--- src/rtl/wb_port_arbiter.sv ---
// wb_port_arbiter: owns the single register-file write port at writeback.
// Pipeline writes always win the slot. A multi-cycle MDU result that loses the
// slot is parked in a 1-entry holding register and written on the next free
// slot. After STARVE_MAX consecutive lost slots, stall_req asks pipeline
// control for bubbles.
//
// Handshake: an MDU result transfers on a cycle where mdu_valid && mdu_ready.
// The MDU holds mdu_data/mdu_reg stable until that cycle. The pipe side has no
// handshake and is never dropped or delayed.
//
// Optional feature: define WB_ARB_STATS_EN to add the saturating counters
// stat_stall_cyc and stat_mdu_wr.
module wb_port_arbiter #(
  parameter int DATA_W     = 32,
  parameter int ADDR_W     = 5,
  parameter int STARVE_MAX = 4
) (
  input  logic              clk,
  input  logic              rst,
  input  logic              pipe_regwrite,
  input  logic              pipe_memtoreg,
  input  logic [DATA_W-1:0] pipe_memdata,
  input  logic [DATA_W-1:0] pipe_alu_result,
  input  logic [ADDR_W-1:0] pipe_writereg,
  input  logic              mdu_valid,
  input  logic [DATA_W-1:0] mdu_data,
  input  logic [ADDR_W-1:0] mdu_reg,
  output logic              mdu_ready,
  output logic              rf_we,
  output logic [ADDR_W-1:0] rf_waddr,
  output logic [DATA_W-1:0] rf_wdata,
  output logic              pend_valid,
  output logic [ADDR_W-1:0] pend_reg,
  output logic              stall_req,
`ifdef WB_ARB_STATS_EN
  output logic [15:0]       stat_stall_cyc,
  output logic [15:0]       stat_mdu_wr,
`endif
  output logic [1:0]        dbg_state
);

  typedef enum logic [1:0] {
    ST_EMPTY   = 2'd0,
    ST_PENDING = 2'd1,
    ST_STARVED = 2'd2
  } state_t;

  localparam logic [3:0] MAX_C = 4'(STARVE_MAX);

  state_t              state_q, state_d;
  logic [3:0]          cnt_q, cnt_d;
  logic [DATA_W-1:0]   hold_data_q, hold_data_d;
  logic [ADDR_W-1:0]   hold_reg_q, hold_reg_d;
  logic                we_q, we_d;
  logic [ADDR_W-1:0]   waddr_q, waddr_d;
  logic [DATA_W-1:0]   wdata_q, wdata_d;
  logic                mdu_wr;
  logic                mdu_acc;
  logic [DATA_W-1:0]   pipe_wdata;

  assign pipe_wdata = pipe_memtoreg ? pipe_memdata : pipe_alu_result;
  assign mdu_ready  = (state_q == ST_EMPTY);
  assign mdu_acc    = mdu_valid && mdu_ready;
  assign pend_valid = (state_q != ST_EMPTY);
  assign pend_reg   = pend_valid ? hold_reg_q : '0;
  assign stall_req  = (state_q == ST_STARVED);
  assign rf_we      = we_q;
  assign rf_waddr   = waddr_q;
  assign rf_wdata   = wdata_q;
  assign dbg_state  = state_q;

  // Slot arbitration and hold-register FSM next state.
  always_comb begin
    state_d     = state_q;
    cnt_d       = cnt_q;
    hold_data_d = hold_data_q;
    hold_reg_d  = hold_reg_q;
    we_d        = 1'b0;
    waddr_d     = waddr_q;
    wdata_d     = wdata_q;
    mdu_wr      = 1'b0;
    if (pipe_regwrite) begin
      // Pipe owns the slot even when its write to r0 is suppressed.
      we_d    = (pipe_writereg != '0);
      waddr_d = pipe_writereg;
      wdata_d = pipe_wdata;
      case (state_q)
        ST_EMPTY: begin
          // An MDU result to r0 is accepted and discarded, never parked.
          if (mdu_acc && (mdu_reg != '0)) begin
            hold_data_d = mdu_data;
            hold_reg_d  = mdu_reg;
            cnt_d       = 4'd1;
            state_d     = (MAX_C <= 4'd1) ? ST_STARVED : ST_PENDING;
          end
        end
        default: begin
          if (pipe_writereg == hold_reg_q) begin
            // Younger pipe write to the same register supersedes the parked one.
            state_d = ST_EMPTY;
            cnt_d   = '0;
          end else if (cnt_q < MAX_C) begin
            cnt_d = cnt_q + 4'd1;
            if (cnt_q + 4'd1 >= MAX_C) state_d = ST_STARVED;
          end
        end
      endcase
    end else if (state_q != ST_EMPTY) begin
      we_d    = 1'b1;
      waddr_d = hold_reg_q;
      wdata_d = hold_data_q;
      mdu_wr  = 1'b1;
      state_d = ST_EMPTY;
      cnt_d   = '0;
    end else if (mdu_acc) begin
      // Bypass: free slot and empty hold, write the arriving result directly.
      we_d    = (mdu_reg != '0);
      waddr_d = mdu_reg;
      wdata_d = mdu_data;
      mdu_wr  = (mdu_reg != '0);
    end
  end

  // State, hold register and registered write-port outputs.
  always_ff @(posedge clk) begin
    if (rst) begin
      state_q     <= ST_EMPTY;
      cnt_q       <= '0;
      hold_data_q <= '0;
      hold_reg_q  <= '0;
      we_q        <= 1'b0;
      waddr_q     <= '0;
      wdata_q     <= '0;
    end else begin
      state_q     <= state_d;
      cnt_q       <= cnt_d;
      hold_data_q <= hold_data_d;
      hold_reg_q  <= hold_reg_d;
      we_q        <= we_d;
      waddr_q     <= waddr_d;
      wdata_q     <= wdata_d;
    end
  end

`ifdef WB_ARB_STATS_EN
  logic [15:0] stall_cyc_q, mdu_wr_cnt_q;
  assign stat_stall_cyc = stall_cyc_q;
  assign stat_mdu_wr    = mdu_wr_cnt_q;

  // Saturating counters of starved cycles and completed MDU writes.
  always_ff @(posedge clk) begin
    if (rst) begin
      stall_cyc_q  <= '0;
      mdu_wr_cnt_q <= '0;
    end else begin
      if (stall_req && (stall_cyc_q != 16'hFFFF)) stall_cyc_q <= stall_cyc_q + 16'd1;
      if (mdu_wr && (mdu_wr_cnt_q != 16'hFFFF)) mdu_wr_cnt_q <= mdu_wr_cnt_q + 16'd1;
    end
  end
`endif

endmodule

--- config.mk ---
export PLATFORM = sky130hd
export DESIGN_NAME = wb_port_arbiter
export DESIGN_NICKNAME = d
export VERILOG_FILES = /design/src/rtl/wb_port_arbiter.sv
export SDC_FILE = /design/constraint.sdc
export NUM_CORES = 1
export LEC_CHECK = 0
export ABC_AREA = 1
export CELL_PAD_IN_SITES_DETAIL_PLACEMENT = 1
export CELL_PAD_IN_SITES_GLOBAL_PLACEMENT = 1
export CORE_MARGIN = 10
export CORE_UTILIZATION = 24
export CTS_BUF_LIST = sky130_fd_sc_hd__clkbuf_16
export DETAILED_ROUTE_END_ITERATION = 8
export GPL_TIMING_DRIVEN = 0
export PLACE_DENSITY = 0.75
export SLEW_MARGIN = 20
export SYNTH_ARGS = -nofsm -noshare
export SYNTH_HDL_FRONTEND = slang
export SYNTH_SLANG_ARGS = --single-unit
--- constraint.sdc ---
create_clock -name clk -period 3.06 [get_ports clk]
set_input_delay 0.612 -clock clk [delete_from_list [all_inputs] [get_ports clk]]
set_output_delay 0.612 -clock clk [all_outputs]
set_load 0.02 [all_outputs]
# After elaboration in Yosys (flattened, before gate mapping)
# Cells that the tools add are included.
dict set report classes {
  order_cmp 2
  reduce_logical 11
  add_sub_neg 1
  eq_ne 5
  muxes 24
}
# cell n
set ops {}
lappend ops {{32-bit 2-to-1 mux} 4}
lappend ops {{4-bit 2-to-1 mux} 6}
lappend ops {{5-bit 2-to-1 mux} 4}
lappend ops {{2-bit 2-to-1 mux} 7}
lappend ops {{5-bit nonzero test} 2}
lappend ops {{4-bit by 1-bit != test with 1-bit output (second input constant)} 2}
lappend ops {{3-bit AND reduction} 2}
lappend ops {{5-bit equality test} 1}
lappend ops {{4-bit by 1-bit adder with 4-bit output (second input constant)} 1}
lappend ops {{4-bit by 3-bit >= comparator with 1-bit output (second input constant)} 1}
lappend ops {{4-bit by 3-bit less-than comparator with 1-bit output (second input constant)} 1}
lappend ops {{4-bit AND reduction} 1}
lappend ops {{2-bit nonzero test} 2}
lappend ops {{1-bit 2-to-1 mux} 3}
lappend ops {{3-bit by 2-bit != test with 1-bit output (second input constant)} 1}
lappend ops {{3-bit nonzero test} 1}
lappend ops {{2-bit equality test (second input constant)} 1}
lappend ops {{1-bit logical AND} 2}
lappend ops {{2-bit logical NOT} 1}
dict set report word_totals {
  inputBits 111
  wordCells 50
  output_inout_bits 48
  reg_bits 81
}

# Depth between registers and ports, before layout
# Gate-level depths: netlist (run 1).
dict set report logic_depth {
  depth_word 7
  mapped_depth 11
  ltp_nobuf 11
}

# Worst setup path after synthesis (run 1)
# Ideal clock, no wire load.
dict set report synth_timing {
  path_type {register -> output}
  startpoint {reg state_q[0], in the netlist dbg_state[0]}
  endpoint {out pend_valid}
  arrival_time_ps 1119
  slack_ps 1329
  path_stages_with_launch 5
  required_time_ps 2448
  cell_sequence {dfxtp_1 nor2_8 inv_4 buf_6 buf_2}
}
dict set report synth_between {
  elab_chain_cells 1
}
# element line
set synth_rtl {}
lappend synth_rtl {{from (decl)} 50} ;# state_t state_q, state_d;
lappend synth_rtl {{from (signal assigned)} 135} ;# state_q <= state_d;
lappend synth_rtl {{2-bit nonzero test} 64} ;# assign pend_valid = (state_q != ST_EMPTY);
lappend synth_rtl {{to (decl)} 32} ;# output logic pend_valid,
# No other way between the ends.

# Worst setup path after layout (run 1)
# Same ends and word-level chain as after synthesis.

==> impl_metrics.csv, run 1 <==
group,metric,value,unit
setup_path,top_family_by_delay_on_critical_path,"buffers and inverters",
synthesis,synth_fa_ha_area_frac,0.00296,
setup_path,critical_path.startpoint_type,"register",
global_routing,grt_overflow,0,
die,die_h,153,um
synthesis,ys_top_cells_by_count,"inv_1 (82), dfxtp_1 (81), nand2_1 (62)",
sta,timing.final.setup_violations,0,
die,floorplan.core_area,17300,sq um
sta,fin_hold_ws,0.457,ns
placement,numPortBuffers,156,
clock_network,clock_sinks,81,
sta,max_freq,0.363,GHz
setup_path,cpMaxStageDelayCell,"clkdlybuf4s50_1",
die,number_of_top_level_pins,159,
cells_and_area,finalNonFillerCells,966,
sta,timing.final.crit_period,2.75,ns
sta,slew_violations,0,
min_path,worstHoldPathType,"reg -> reg",
synthesis,mapped_cells,570,
synthesis,sequential_fraction_of_the_synthesis_area,0.384,
setup_path,cp_data_arrival_time,2.14,ns
die,dieWidth,153,um
setup_path,critical_path_cell_count,5,
run,max_cap_viol_count,0,
clock_network,max-clock-path-buffers,2,
synthesis,mappedNetlistNets,682,
placement,placed_cells,951,
route,via_count,4577,
clock_network,clock_insertion_delay_worst_skew,0.34,ns
pwr,power.internal,2.71,mW
route,wirelength,17700,um
pwr,power-per-cell-area,718,nW/um^2
placement,detailedPlacementHpwl,13900,um
setup_path,crit_path_end,"pend_valid",
route,number_of_design_rule_violations_left_after_detail_routing,0,
route,vias_per_inst,4.74,
synthesis,syn-mean-instance-area,7.40,sq um
route,antenna_left,0,
pwr,switchingPower,1.82,mW
clock_network,root_buffer,"clkbuf_16",
pwr,power.share.clock,0.211,
global_routing,grt_pass1_vias,4798,
setup_path,worstPathMaxFanout,10,
cells_and_area,drive_above_1_share,0.0905,
setup_path,timing.rr.start,"dbg_state[0]$_SDFFE_PP0P_",
clock_network,cts_repair_resize_count,0,
setup_path,timing.critical_path.slowest_cell_delay,0.67,ns
pwr,seq_power_share,0.313,
route,drt_pass_1_iters,4,
run_status,status,"completed",
placement,gp_congestion,0.788,
pwr,power_leakage,2.44,nW
pwr,switching_share,0.402,
synthesis,synth_top_family_by_area,"compound AO/OA/AOI/OAI gates",
setup_path,critical_path.n_buffers_inverters,4,
global_routing,grt_antenna_before_repair,1,
synthesis,cell_with_the_most_instances_after_synthesis,"inv_1",
clock_network,ctsHtreeMaxLevel,3,
die,design.die.area,23300,sq um
sta,worstMarginPinSlew,0.728,ns
synthesis,synth_simple_gate_area_frac,0.107,
global_routing,grt_max_degree,12,
sta,final_min_period_over_clock_period,0.900,
pwr,comb_power_share,0.476,
synthesis,number_of_synthesized_register_bits,81,
cells_and_area,finalNetCount,849,
setup_path,timing_worst_setup_path_type,"reg -> out",
synthesis,yosys.area_share.xor_xnor,0.00415,
die,floorplan.initialDensity,0.244,
sta,setup_repair_after_global_routing_missed_its_margin,"false",
sta,timing.slew.headroom,0.515,
route,route.detailed.wl_per_inst,18.4,um
sta,hold_violations,0,
placement,post-place-ws,0.550,ns
synthesis,synth_top_area_cell,"dfxtp_1",
sta,fin_tns_setup,0,ns
synthesis,netlist_area,4220,sq um
setup_path,rr_worst_depth,7,
synthesis,number_of_enable_type_register_cells_in_the_synthesized_netlist,0,
setup_path,reg2reg_setup_slack,1.48,ns
sta,fin_skew,0.00696,ns
synthesis,yosysWarnings,0,
pwr,irDropWorstVdd,0.311,mV
die,std_cell_rows,48,
clock_network,post-cts-setup-buffers,0,
global_routing,first_pass_grt_wire_length,27800,um
synthesis,proportion_of_synthesized_flip_flops_having_asynchronous_set_or_reset,0,
setup_path,required_arrival_time_at_the_worst_endpoint,2.45,ns
route,first_iter_violations,299,
synthesis,muxShareOfSynthArea,0,
setup_path,timing.rr.end,"hold_data_q[23]$_SDFFE_PP0P_",
synthesis,synth.top_cell.area_share,0.384,
setup_path,path_cells,"nor2_8, inv_4, buf_6, buf_2, clkdlybuf4s50_1",
synthesis,synth-compound-area-share,0.353,
synthesis,synthTopCellsByArea,"dfxtp_1 (38%), inv_1 (7.3%), a21oi_1 (6.8%)",
sta,final.setup.worst_slack,0.307,ns
clock_network,tritoncts,"built",
cells_and_area,area.growth.synth_to_final,49.5,%
clock_network,cts_hold_repair.buffers,0,
setup_path,cp_capture_type,"primary output",
synthesis,netlist-cell-type-count,32,
clock_network,clkTransAtPathRegs,0.06,ns
setup_path,critPathLaunch,"dbg_state[0]$_SDFFE_PP0P_",
synthesis,synth_ff_type,"dfxtp_1",
global_routing,groute.usage.overall,0.149,
clock_network,number_of_cts_inserted_buffers,9,
cells_and_area,post-route-util,0.365,
## power by group through the flow
stage                     Combinational (mW)  Clock, mW  Sequential, mW
after detailed placement                2.18          0            1.44
after global routing                    2.37       1.04            1.45
final                                   2.16      0.955            1.42
after CTS                               2.20      0.983            1.42
after floorplan                         1.14          0            1.58
after global placement                  2.15          0            1.43
## per-stage QoR
step | area (sq um) | power [mW]
after global placement | 6060 | 3.58
after floorplan | 4220 | 2.72
after CTS | 6310 | 4.60
after detailed placement | 6060 | 3.62
final | 6310 | 4.53
after global routing | 6310 | 4.85
## final cells by class
| class | instances | area [sq um] |
|---|---|---|
| fill | 2107 | 11000 |
| multi-input combinational | 358 | 1970 |
| sequential | 81 | 1620 |
| timing repair buffer | 156 | 1560 |
| inverter | 87 | 332 |
| buffer | 44 | 295 |
| tap | 225 | 282 |
| clock buffer | 9 | 225 |
| clock inverter | 5 | 20.0 |
| antenna | 1 | 2.50 |
## layer usage
layer,global-route usage,share of wire
met5,0,0
met4,0.0468,0.016
met3,0.0471,0.061
met2,0.243,0.48
met1,0.181,0.45
## how the worst min path moves through the flow
stage                     cells past startpoint                          from                           end
after floorplan                               2  hold_data_q[12]$_SDFFE_PP0P_  hold_data_q[12]$_SDFFE_PP0P_
after global placement                        2  hold_data_q[25]$_SDFFE_PP0P_  hold_data_q[25]$_SDFFE_PP0P_
after detailed placement                      2  hold_data_q[18]$_SDFFE_PP0P_  hold_data_q[18]$_SDFFE_PP0P_
after CTS                                     2  hold_data_q[18]$_SDFFE_PP0P_  hold_data_q[18]$_SDFFE_PP0P_
after global routing                          2  hold_data_q[12]$_SDFFE_PP0P_  hold_data_q[12]$_SDFFE_PP0P_
final                                         2  hold_data_q[21]$_SDFFE_PP0P_  hold_data_q[21]$_SDFFE_PP0P_
## state kept, by name (all words and copies together), names as in the netlist
register,count
cnt_q,4
rf_wdata,32
dbg_state,2
hold_reg_q,5
rf_waddr,5
rf_we,1
hold_data_q,32
## layout by cell type, fill, tap and decap left out, types with 2 or more instances in the layout
master	Yosys	routed
a21oi_1	57	57
a21oi_2	18	18
a22oi_1	4	4
a31oi_1	37	37
buf_1	4	4
buf_2	7	7
buf_6	16	16
clkbuf_1	16	16
clkbuf_16	0	9
clkdlybuf4s50_1	0	156
dfxtp_1	81	81
inv_1	82	86
inv_2	3	3
inv_4	2	2
nand2_1	62	62
nand3_1	6	6
nor2_1	18	18
nor2_2	3	3
nor2_4	2	2
nor3_1	2	2
o211ai_1	32	32
o21ai_0	50	50
o21ai_1	57	57
## worst register-to-register path: stages (launching register included)
cell	delay (ns)
dfxtp_1	0.39
nor2_8	0.30
nand3_4	0.14
nor2_4	0.12
inv_2	0.13
buf_6	0.19
o21ai_1	0.14
a21oi_1	0.06
## cell families (layout without fill, tap and decap cells)
family          Yosys count  in the layout
compound gates          256            256
buf+inv                 131            301
simple gates             99             99
flops                    81             81
xor+xnor                  2              2
fa+ha+maj                 1              1
other cells               0              1
Note: power is estimated with default switching activity, not from simulation.
==> run 2, diff against run 1 <==
- DONT_BUFFER_PORTS: default -> 1
- HOLD_SLACK_MARGIN: default -> 0.08
- PLACE_DENSITY: 0.75 -> 0.6
- clock period: 3.06 -> 2.5 ns (I/O delays scaled with it)
==> run 2 against run 1 <==
Register-to-register slack got worse by 0.71 ns. Cell area decreased by 24%. Largest power group is now sequential cells. Clock power is 37% higher. Die area unchanged. Worst setup slack better by 0.0099 ns. Total power grew 14%. Sequential power increased by 40%. First-iteration DRC count fell by 40%.
==> impl_metrics.csv, run 2 (synthesis results as in run 1) <==
group,metric,value,unit
run_status,status,"completed",
sta,fin_skew,0.00950,ns
die,std_cell_rows,48,
cells_and_area,finalNetCount,693,
cells_and_area,n_fill_cell,2134,
cells_and_area,area.growth.synth_to_final,13.5,%
clock_network,root_buffer,"clkbuf_16",
run,max_cap_viol_count,0,
placement,numPortBuffers,0,
global_routing,first_pass_grt_wire_length,27000,um
sta,fin_tns_setup,0,ns
route,vias_per_inst,5.08,
pwr,comb_power_share,0.360,
pwr,power.share.clock,0.254,
sta,hold_violations,0,
placement,postPlaceCellArea,4500,sq um
cells_and_area,post-route-util,0.277,
min_path,worstHoldPathType,"in -> reg",
die,design.die.area,23300,sq um
die,number_of_top_level_pins,159,
route,route.detailed.wl_per_inst,21.5,um
cells_and_area,stdcell_area,4790,sq um
die,floorplan.initialDensity,0.244,
die,die_h,153,um
sta,final_min_period_over_clock_period,0.873,
pwr,power.internal,2.97,mW
sta,slew_violations,0,
sta,worstMarginPinSlew,0.715,ns
cells_and_area,multiInputGateArea,1970,sq um
die,dieWidth,153,um
clock_network,ctsHtreeMaxLevel,3,
setup_path,cp_capture_type,"primary output",
sta,timing.final.setup_violations,0,
clock_network,cts_repair_resize_count,0,
cells_and_area,finalNonFillerCells,811,
global_routing,grt_antenna_before_repair,0,
clock_network,number_of_cts_inserted_buffers,9,
cells_and_area,layout.cells.most_common,"inv_1",
global_routing,grt_pass1_vias,4547,
placement,gp_congestion,0.791,
clock_network,post-cts-setup-buffers,0,
pwr,power_leakage,1.84,nW
clock_network,cts_hold_repair.buffers,0,
pwr,seq_power_share,0.387,
route,first_iter_violations,179,
clock_network,clock_insertion_delay_worst_skew,0.34,ns
cells_and_area,insertedDiodeCount,0,
setup_path,required_arrival_time_at_the_worst_endpoint,2.00,ns
pwr,switching_share,0.424,
cells_and_area,drive_above_1_share,0.121,
setup_path,critical_path.startpoint_type,"register",
die,floorplan.core_area,17300,sq um
route,number_of_design_rule_violations_left_after_detail_routing,0,
sta,setup_repair_after_global_routing_missed_its_margin,"false",
route,via_count,4117,
route,wirelength,17400,um
global_routing,groute.usage.overall,0.146,
cells_and_area,sequential_cell_area,1620,sq um
clock_network,tritoncts,"built",
route,drt_pass_1_iters,4,
setup_path,cp_data_arrival_time,1.68,ns
pwr,switchingPower,2.18,mW
setup_path,worstPathMaxFanout,10,
sta,timing.final.crit_period,2.18,ns
placement,detailedPlacementHpwl,13700,um
global_routing,grt_max_degree,14,
sta,timing.slew.headroom,0.523,
clock_network,clock_sinks,81,
placement,placed_cells,795,
pwr,fin_total_pwr,5.15,mW
sta,max_freq,0.458,GHz
clock_network,clkTransAtPathRegs,0.06,ns
global_routing,grt_overflow,0,
setup_path,timing_worst_setup_path_type,"reg -> out",
clock_network,max-clock-path-buffers,2,
route,antenna_left,0,
pwr,power-per-cell-area,1080,nW/um^2
pwr,irDropWorstVdd,0.440,mV
cells_and_area,mostFrequentLayoutCells,"inv_1 (83), dfxtp_1 (81), nand2_1 (62)",
-- run 2: cell types whose count changed in the layout (fill, tap and decap cells not counted), sizes merged --
cell and change:
clkdlybuf4s50 -156, inv -3, clkinv +2, clkinvlp +2
bufinv +1, diode -1
-- run 2: routing by layer --
metal  wire length, um  vias to the layer above  track usage
met3              1180                       19       0.0488
met4               301                        0       0.0441
met2              8310                      117        0.243
li1                  -                     1963            -
met5                 0                        -            0
met1              7650                     2018        0.173
-- run 2: path summary, 6_finish.rpt --
path	start	end	slack, ns	cells past startpoint
setup / recovery	dbg_state[0]$_SDFFE_PP0P_	pend_valid	0.32	4
hold / removal	rst	cnt_q[1]$_SDFFE_PP0P_	0.22	1
setup reg to reg	dbg_state[0]$_SDFFE_PP0P_	hold_data_q[19]$_SDFFE_PP0P_	0.77	7
hold reg to reg	hold_data_q[24]$_SDFFE_PP0P_	hold_data_q[24]$_SDFFE_PP0P_	0.45	2
-- run 2: cell type report --
cell class / instances / share of cell area
flip-flops and latches: 81 / 0.339
well taps: 225 / 0.0588
clock inverters: 7 / 0.0131
clock buffers: 9 / 0.0470
inverters: 87 / 0.0692
multi-input cells: 358 / 0.412
plain buffers: 44 / 0.0617
-- run 2: stage by stage --
step,worst slack (ns),hold WS [ns]
2_1_floorplan,0.881,0.431
4_1_cts,0.279,0.201
3_5_place_dp,0.623,0.449
6_report,0.317,0.222
5_1_grt,0.208,0.206
3_3_place_gp,0.645,0.439
-- run 2: worst max-delay path, stage by stage, from the launching register on --
cell     delay, ns
dfxtp_1       0.60
nor2_8        0.16
inv_4         0.11
buf_6         0.15
buf_2         0.31
-- run 2: power by group through the flow --
stage | registers [mW] | clock network (mW) | logic, mW
3_3_place_gp | 2.02 | 0 | 1.82
5_1_grt | 2.03 | 1.40 | 2.10
4_1_cts | 2.00 | 1.35 | 1.88
3_5_place_dp | 2.03 | 0 | 1.87
6_report | 1.99 | 1.31 | 1.85
2_1_floorplan | 1.94 | 0 | 1.39
==> run 3, diff against run 2 <==
- CORE_UTILIZATION: 24 -> 40
- PLACE_DENSITY: 0.6 -> 0.86
==> run 3 against run 2 <==
Hold slack worse by 0.0076 ns. Die area is 35% lower. Worst setup slack improved by 0.030 ns. Cell count down 11%. Non-clock buffer count stayed put. Critical path depth is the same. Maximum frequency grew 1.4%. Clock power decreased by 3%. Routed wire length down 10%. Flip-flop and latch count unchanged. Register-to-register slack improved by 0.02 ns. Clock skew fell by 0.0031 ns. Critical path type unchanged.
==> impl_metrics.csv, run 3 (synthesis results as in run 1) <==
group,metric,value,unit
die,dieWidth,123,um
sta,max_freq,0.465,GHz
route,vias_per_inst,5.64,
pwr,seq_power_share,0.392,
cells_and_area,sequential_cell_area,1620,sq um
route,via_count,4064,
sta,hold_violations,0,
cells_and_area,finalNonFillerCells,721,
die,floorplan.core_area,10300,sq um
setup_path,timing_worst_setup_path_type,"reg -> out",
cells_and_area,multiInputGateArea,1970,sq um
global_routing,groute.usage.overall,0.207,
clock_network,post-cts-setup-buffers,0,
die,number_of_top_level_pins,159,
route,antenna_left,0,
cells_and_area,finalNetCount,693,
die,design.die.area,15100,sq um
route,route.detailed.wl_per_inst,21.7,um
placement,numPortBuffers,0,
sta,timing.final.setup_violations,0,
clock_network,root_buffer,"clkbuf_16",
pwr,power-per-cell-area,1090,nW/um^2
clock_network,clock_sinks,81,
placement,gp_congestion,0.833,
clock_network,cts_repair_resize_count,0,
run_status,status,"completed",
min_path,worstHoldPathType,"in -> reg",
route,wirelength,15700,um
placement,post-place-ws,0.625,ns
route,first_iter_violations,196,
cells_and_area,insertedDiodeCount,0,
clock_network,number_of_cts_inserted_buffers,9,
pwr,switchingPower,2.11,mW
clock_network,max-clock-path-buffers,2,
pwr,comb_power_share,0.357,
setup_path,top_family_by_delay_on_critical_path,"flip-flops",
placement,placed_cells,706,
clock_network,tritoncts,"built",
setup_path,cpMaxStageDelayCell,"dfxtp_1",
clock_network,ctsHtreeMaxLevel,3,
setup_path,required_arrival_time_at_the_worst_endpoint,2.00,ns
die,die_h,123,um
placement,postPlaceCellArea,4390,sq um
sta,fin_tns_setup,0,ns
pwr,power.share.clock,0.251,
cells_and_area,layout.cells.most_common,"inv_1",
pwr,switching_share,0.416,
route,number_of_design_rule_violations_left_after_detail_routing,0,
cells_and_area,drive_above_1_share,0.120,
sta,timing.slew.headroom,0.520,
sta,final.setup.worst_slack,0.348,ns
setup_path,timing.critical_path.slowest_cell_delay,0.59,ns
cells_and_area,post-route-util,0.452,
clock_network,clock_insertion_delay_worst_skew,0.34,ns
setup_path,cp_capture_type,"primary output",
die,floorplan.initialDensity,0.409,
placement,detailedPlacementHpwl,12300,um
global_routing,grt_overflow,0,
clock_network,clkTransAtPathRegs,0.06,ns
setup_path,worstPathMaxFanout,10,
setup_path,critical_path.n_buffers_inverters,3,
sta,slew_violations,0,
global_routing,first_pass_grt_wire_length,24400,um
die,std_cell_rows,37,
global_routing,grt_antenna_before_repair,0,
global_routing,grt_pass1_vias,4459,
run,max_cap_viol_count,0,
sta,final_min_period_over_clock_period,0.861,
route,drt_pass_1_iters,4,
clock_network,cts_hold_repair.buffers,0,
cells_and_area,n_fill_cell,1325,
sta,timing.final.crit_period,2.15,ns
cells_and_area,area.growth.synth_to_final,10.6,%
setup_path,cp_data_arrival_time,1.65,ns
sta,setup_repair_after_global_routing_missed_its_margin,"false",
pwr,power_leakage,1.85,nW
pwr,irDropWorstVdd,0.437,mV
setup_path,critical_path.startpoint_type,"register",
global_routing,grt_max_degree,13,
setup_path,path_cells,"nor2_8, inv_4, buf_6, buf_2",
cells_and_area,mostFrequentLayoutCells,"inv_1 (84), dfxtp_1 (81), nand2_1 (62)",
sta,worstMarginPinSlew,0.719,ns
cells_and_area,stdcell_area,4670,sq um
sta,fin_skew,0.00643,ns
pwr,power.internal,2.96,mW
run 3: final cells by class:
cell class,count,area share
tap,136,0.0365
multi-input combinational,358,0.422
buffer,44,0.0633
sequential,81,0.347
inverter,87,0.0710
clock buffer,9,0.0482
clock inverter,6,0.0113
run 3: final timing paths:
check	from	endpoint	slack (ns)	depth (start not counted)
worst max-delay path	dbg_state[0]$_SDFFE_PP0P_	pend_valid	0.35	4
worst min-delay path	rst	cnt_q[1]$_SDFFE_PP0P_	0.21	1
worst max register to register	dbg_state[0]$_SDFFE_PP0P_	rf_wdata[24]$_SDFFE_PP0P_	0.79	7
worst min register to register	hold_data_q[18]$_SDFFE_PP0P_	hold_data_q[18]$_SDFFE_PP0P_	0.45	2
run 3: worst register-to-register path: stages (launching register included):
cell and delay [ns]:
dfxtp_1 0.44, nor2_8 0.36, nand2_4 0.12, nor2_4 0.14, inv_4 0.10, buf_6 0.15
o21ai_0 0.22, a31oi_1 0.06
run 3: stage by stage:
step | power, mW | hold WS [ns]
3_3_place_gp | 3.74 | 0.440
5_1_grt | 5.42 | 0.202
6_report | 5.07 | 0.214
2_1_floorplan | 3.33 | 0.431
4_1_cts | 5.12 | 0.206
3_5_place_dp | 3.84 | 0.448
run 3: metal layers:
layer,vias to the layer above,global-route usage,part of all wire
met5,-,0,0
met2,140,0.346,0.49
li1,1972,-,-
met3,18,0.0781,0.10
met1,1934,0.234,0.39
met4,0,0.0847,0.020
run 3: power by group through the flow:
stage	sequential, mW	clock [mW]	combinational, mW
after floorplan	1.94	0	1.39
after global placement	2.01	0	1.74
after detailed placement	2.02	0	1.82
after CTS	1.99	1.29	1.83
after global routing	2.02	1.36	2.04
final	1.99	1.27	1.81
